<file path="config.mk">
export PLATFORM = sky130hd
export DESIGN_NAME = peripheral_mpi_noc_buffer
export DESIGN_NICKNAME = d
export VERILOG_FILES = /design/src/rtl/peripheral_mpi_pkg.sv /design/src/rtl/peripheral_mpi_noc_buffer_mem.sv /design/src/rtl/peripheral_mpi_noc_buffer.sv
export SDC_FILE = /design/constraint.sdc
export NUM_CORES = 1
export LEC_CHECK = 0
export BUFFER_PORTS_ARGS = -buffer_cell sky130_fd_sc_hd__buf_2
export CORE_MARGIN = 5
export CORE_UTILIZATION = 31
export CTS_CLUSTER_DIAMETER = 50
export DETAILED_ROUTE_END_ITERATION = 12
export HOLD_SLACK_MARGIN = 0.03
export PLACE_DENSITY = 0.47
export RECOVER_POWER = 25
export SYNTH_ARGS = -nofsm -noshare
export SYNTH_HDL_FRONTEND = slang
export SYNTH_SLANG_ARGS = --single-unit
</file>
<file path="constraint.sdc">
create_clock -name clk -period 7.2 [get_ports clk]
set_input_delay 0 -clock clk [delete_from_list [all_inputs] [get_ports clk]]
set_output_delay 0 -clock clk [all_outputs]
set_load 0.01 [all_outputs]
</file>
<file path="src/rtl/peripheral_mpi_pkg.sv">
// Shared definitions for the MPI peripheral NoC egress path.
// Flit layout and pointer-width helper.
package peripheral_mpi_pkg;

    localparam int NOC_FLIT_WIDTH = 32;

    typedef struct packed {
        logic                      last;
        logic [NOC_FLIT_WIDTH-1:0] data;
    } noc_flit_t;

    function automatic int ptr_w(input int depth);
        return $clog2(depth) + 1;
    endfunction

endpackage

</file>
<file path="src/rtl/peripheral_mpi_noc_buffer_mem.sv">
// Flit storage for the NoC egress buffer.
// One synchronous write port, one asynchronous read port.
module peripheral_mpi_noc_buffer_mem #(
    parameter int DEPTH = 16,
    parameter int WIDTH = 33,
    localparam int AW   = $clog2(DEPTH)
) (
    input  logic             clk,
    input  logic             we,
    input  logic [AW-1:0]    waddr,
    input  logic [WIDTH-1:0] wdata,
    input  logic [AW-1:0]    raddr,
    output logic [WIDTH-1:0] rdata
);

    logic [WIDTH-1:0] mem [DEPTH];

    always_ff @(posedge clk) begin
        if (we) begin
            mem[waddr] <= wdata;
        end
    end

    assign rdata = mem[raddr];

endmodule

</file>
<file path="src/rtl/peripheral_mpi_noc_buffer.sv">
// Store-and-forward NoC flit buffer on the MPI peripheral egress side.
// Packet mode holds flits back until a whole packet (or a full buffer) is present.
module peripheral_mpi_noc_buffer
    import peripheral_mpi_pkg::*;
#(
    parameter int FLIT_WIDTH = NOC_FLIT_WIDTH,
    parameter int DEPTH      = 16,
    parameter int FULLPACKET = 1,
    localparam int PTR_W     = ptr_w(DEPTH)
) (
    input  logic                  clk,
    input  logic                  rst,
    input  logic [FLIT_WIDTH-1:0] in_flit,
    input  logic                  in_last,
    input  logic                  in_valid,
    output logic                  in_ready,
    output logic [FLIT_WIDTH-1:0] out_flit,
    output logic                  out_last,
    output logic                  out_valid,
    input  logic                  out_ready,
    output logic [PTR_W-1:0]      flit_count,
    output logic [PTR_W-1:0]      pkt_count
);

    localparam int AW = PTR_W - 1;

    logic [PTR_W-1:0]    wr_ptr;
    logic [PTR_W-1:0]    rd_ptr;
    logic [PTR_W-1:0]    pkt_q;
    logic [FLIT_WIDTH:0] rd_data;
    logic                empty;
    logic                full;
    logic                wr_en;
    logic                rd_en;
    logic                pkt_in;
    logic                pkt_out;

    peripheral_mpi_noc_buffer_mem #(
        .DEPTH (DEPTH),
        .WIDTH (FLIT_WIDTH + 1)
    ) u_mem (
        .clk   (clk),
        .we    (wr_en),
        .waddr (wr_ptr[AW-1:0]),
        .wdata ({in_last, in_flit}),
        .raddr (rd_ptr[AW-1:0]),
        .rdata (rd_data)
    );

    assign empty = (wr_ptr == rd_ptr);
    assign full  = (wr_ptr[AW-1:0] == rd_ptr[AW-1:0])
                && (wr_ptr[AW] != rd_ptr[AW]);

    assign in_ready = !full;
    assign out_last = rd_data[FLIT_WIDTH];
    assign out_flit = rd_data[FLIT_WIDTH-1:0];

    // Full buffer releases an oversize packet cut-through to avoid deadlock.
    always_comb begin
        out_valid = !empty;
        if (FULLPACKET != 0) begin
            out_valid = !empty && ((pkt_q != '0) || full);
        end
    end

    assign wr_en   = in_valid && in_ready;
    assign rd_en   = out_valid && out_ready;
    assign pkt_in  = wr_en && in_last;
    assign pkt_out = rd_en && out_last;

    always_ff @(posedge clk or negedge rst) begin
        if (!rst) begin
            wr_ptr <= '0;
            rd_ptr <= '0;
            pkt_q  <= '0;
        end else begin
            if (wr_en) begin
                wr_ptr <= wr_ptr + PTR_W'(1);
            end
            if (rd_en) begin
                rd_ptr <= rd_ptr + PTR_W'(1);
            end
            if (pkt_in && !pkt_out) begin
                pkt_q <= pkt_q + PTR_W'(1);
            end else if (pkt_out && !pkt_in) begin
                pkt_q <= pkt_q - PTR_W'(1);
            end
        end
    end

    assign flit_count = wr_ptr - rd_ptr;
    assign pkt_count  = pkt_q;

endmodule

</file>
==> flow_summary.yaml <==
cts:
  cts_buffers: 61
  cts_sinks: 543
  cts_tree: "yes"
  clockBufferDepth: 3
  path_clk_slew_ns: 0.06
  cts_resized: 0
  root_buffer: "clkbuf_16"
  worstSkewPairLatency_ns: 0.60
  h-tree-depth: 2
critical_path:
  cp_max_fo: 37
  end_kind: "flip-flop"
  ff2ff_setup_slack_ns: 2.75
  rr_worst_depth: 8
  critPathKind: "reg -> reg"
  cp.required_ns: 7.44
  startpoint_type: "flip-flop"
  rr_endpoint: "u_mem.mem[0][18]$_DFFE_PP_"
  r2r-start: "rd_ptr[3]$_DFFE_PN0P_"
  crit_arrival_ns: 4.69
synth:
  yosysWarnings: 0
  yosysSeqAreaShare_pct: 77.8
  synth_nets: 901
  synth_seq_cells: 543
  netlist_area_um2: 20900
  synth.distinct_cells: 30
  syn_inst: 849
  syn_area_per_cell_um2: 24.6
cells_and_area:
  fin_util_pct: 36.8
  final_common_cell: "edfxtp_1"
  area_delta_synth_final_pct: 18.2
  layout_common_cells: "528 x edfxtp_1, 164 x mux4_2, 61 x clkbuf_16, 60 x buf_2, 37 x dlygate4sd3_1"
  nets: 1066
  antenna_cells: 0
  drive_gt1_share_pct: 32.8
timing:
  period_minus_slack_ns: 4.45
  max_slew_margin_pct: 26.1
  worst_slew_pin_slew_ns: 1.11
  fmax_mhz: 225
  finalHoldViolCount: 0
  finalSetupViolations: 0
  rsz0062_at_grt: "no"
  timing.final.crit_share_pct: 61.8
  tns_ns: 0
  finClkSkew_ns: 0.0136
  slew_violations: 0
die:
  die_area_um2: 72600
  core_um2: 66900
  io_pins: 82
  rows: 95
  die_h_um: 269
  die_w_um: 269
  initial_core_util_pct: 31.2
placed_design:
  finalWeightedCongestion: 0.674
  dp_hpwl_mm: 25.4
  io_buffer_count: 81
worst_hold_path:
  hold_path_startpoint: "out_ready"
  hold_class: "in -> reg"
  whs_path_depth: 5
  hold_path_end: "rd_ptr[2]$_DFFE_PN0P_"
detailed_routing:
  vias: 9275
  drtAntennaViolNets: 0
  routed_wl_mm: 47.2
  firstDrtPassIters: 5
  routedWlPerCell_um: 24.4
  drcViolationCount: 0
  via_per_inst: 4.80
  initialDrtViolationCount: 569
power_and_ir_drop:
  p_leak_nw: 7.79
  ir_drop_v: 0.000226
  powerDensity_nw_per_um2: 403
grt:
  grt_first_pass_wirelength_mm: 70.3
  overflow: 0
  grt_max_degree: 51
  antenna_found_initial: 0
  grt_pass1_vias: 10200
  grt_usage_pct: 12.9
run_status:
  outcome: "complete, no violations"
job:
  cap_violations: 0
where the power goes:
| group | leakage (nW) | switching (W) | internal (W) |
|---|---|---|---|
| Sequential | 4.94 | 0.000232 | 0.00383 |
| Combinational | 1.93 | 0.00155 | 0.00139 |
| Clock | 0.912 | 0.00121 | 0.00172 |
| Total | 7.79 | 0.00299 | 0.00694 |
critical path, stage by stage (launching register included):
cell      delay, ns
dfrtp_1        0.37
clkinv_2       0.04
buf_4          0.66
ha_1           0.40
and4_1         0.25
a21boi_1       0.63
nand2_1        0.39
nor3_2         0.79
buf_4          0.52
flip-flops by register name, summed over array words and instances (netlist names):
register / cells
pkt_count: 5
u_mem.mem: 528
wr_ptr: 5
rd_ptr: 5
Yosys cell counts (all sizes together):
| cell type | n | share of area (%) |
|---|---|---|
| nand2 | 12 | 0.22 |
| a21o | 4 | 0.14 |
| mux2 | 2 | 0.11 |
| ha | 13 | 0.78 |
| o21ai | 3 | 0.072 |
| dfrtp | 15 | 1.8 |
| clkbuf | 18 | 0.32 |
| mux4 | 164 | 18 |
| a21boi | 2 | 0.072 |
| nor2 | 13 | 0.23 |
| nor3 | 4 | 0.096 |
| and4 | 1 | 0.042 |
| fa | 2 | 0.19 |
| mux2i | 4 | 0.19 |
| a2111oi | 1 | 0.042 |
| edfxtp | 528 | 76 |
| and2 | 1 | 0.030 |
| inv | 11 | 0.20 |
| or4 | 1 | 0.036 |
| xnor2 | 11 | 0.46 |
| nand2b | 2 | 0.060 |
| xor2 | 5 | 0.21 |
| nand4 | 3 | 0.090 |
| a21oi | 6 | 0.14 |
| buf | 22 | 0.74 |
| o21bai | 1 | 0.036 |
layout make-up:
type,instances,area (um^2)
multi-input combinational,255,4480
timing repair buffer,142,930
inverter,11,42.5
sequential,543,16200
clock buffer,72,1570
fill,6077,42300
clock inverter,38,310
tap,873,1090
worst max-delay path by stage:
stage,to,cells after the start,from,slack [ns]
after floorplan,u_mem.mem[3][0]$_DFFE_PP_,7,rd_ptr[3]$_DFFE_PN0P_,2.20
after global placement,u_mem.mem[0][25]$_DFFE_PP_,8,rd_ptr[3]$_DFFE_PN0P_,2.72
after detailed placement,u_mem.mem[0][25]$_DFFE_PP_,8,rd_ptr[3]$_DFFE_PN0P_,2.69
after CTS,out_flit[27],5,rd_ptr[0]$_DFFE_PN0P_,2.51
after global routing,out_flit[27],5,rd_ptr[0]$_DFFE_PN0P_,2.37
final,u_mem.mem[0][18]$_DFFE_PP_,8,rd_ptr[3]$_DFFE_PN0P_,2.75
timing repair:
action	in CTS	in global routing
hold endpoints to repair	552	0
setup buffers	0	0
endpoints found under the setup margin	0	0
hold buffers	37	0
metrics by stage:
| stage | cells | worst slack [ns] | cell area (um^2) | total power (W) | hold slack, ns |
|---|---|---|---|---|---|
| after floorplan | 849 | 2.20 | 20900 | 0.00606 | -0.296 |
| after global placement | 1787 | 2.72 | 22400 | 0.00716 | -0.0526 |
| after detailed placement | 1787 | 2.69 | 22400 | 0.00717 | -0.0561 |
| after CTS | 1934 | 2.51 | 24700 | 0.0101 | 0.283 |
| after global routing | 1934 | 2.37 | 24700 | 0.0104 | 0.354 |
| final | 1934 | 2.75 | 24700 | 0.00993 | 0.346 |
routing by layer:
metal | vias to the layer above | global-route usage, % | share of wire, %
li1 | 3967 | - | -
met1 | 5036 | 18.7 | 47
met2 | 205 | 20.5 | 47
met3 | 67 | 2.07 | 4.0
met4 | 0 | 3.27 | 1.9
met5 | - | 0 | 0
cell families after synthesis:
kind of cell / count (synthesis) / synth area share [%]
DFF: 543 / 77.8
muxes: 170 / 18.0
buffers and inverters: 51 / 1.27
and+or+nand+nor: 37 / 0.803
AOI/OAI and AO/OA: 17 / 0.510
xor gates and xnor gates: 16 / 0.672
adders and majority gates: 15 / 0.971
Power figures use the tool's default switching activity.
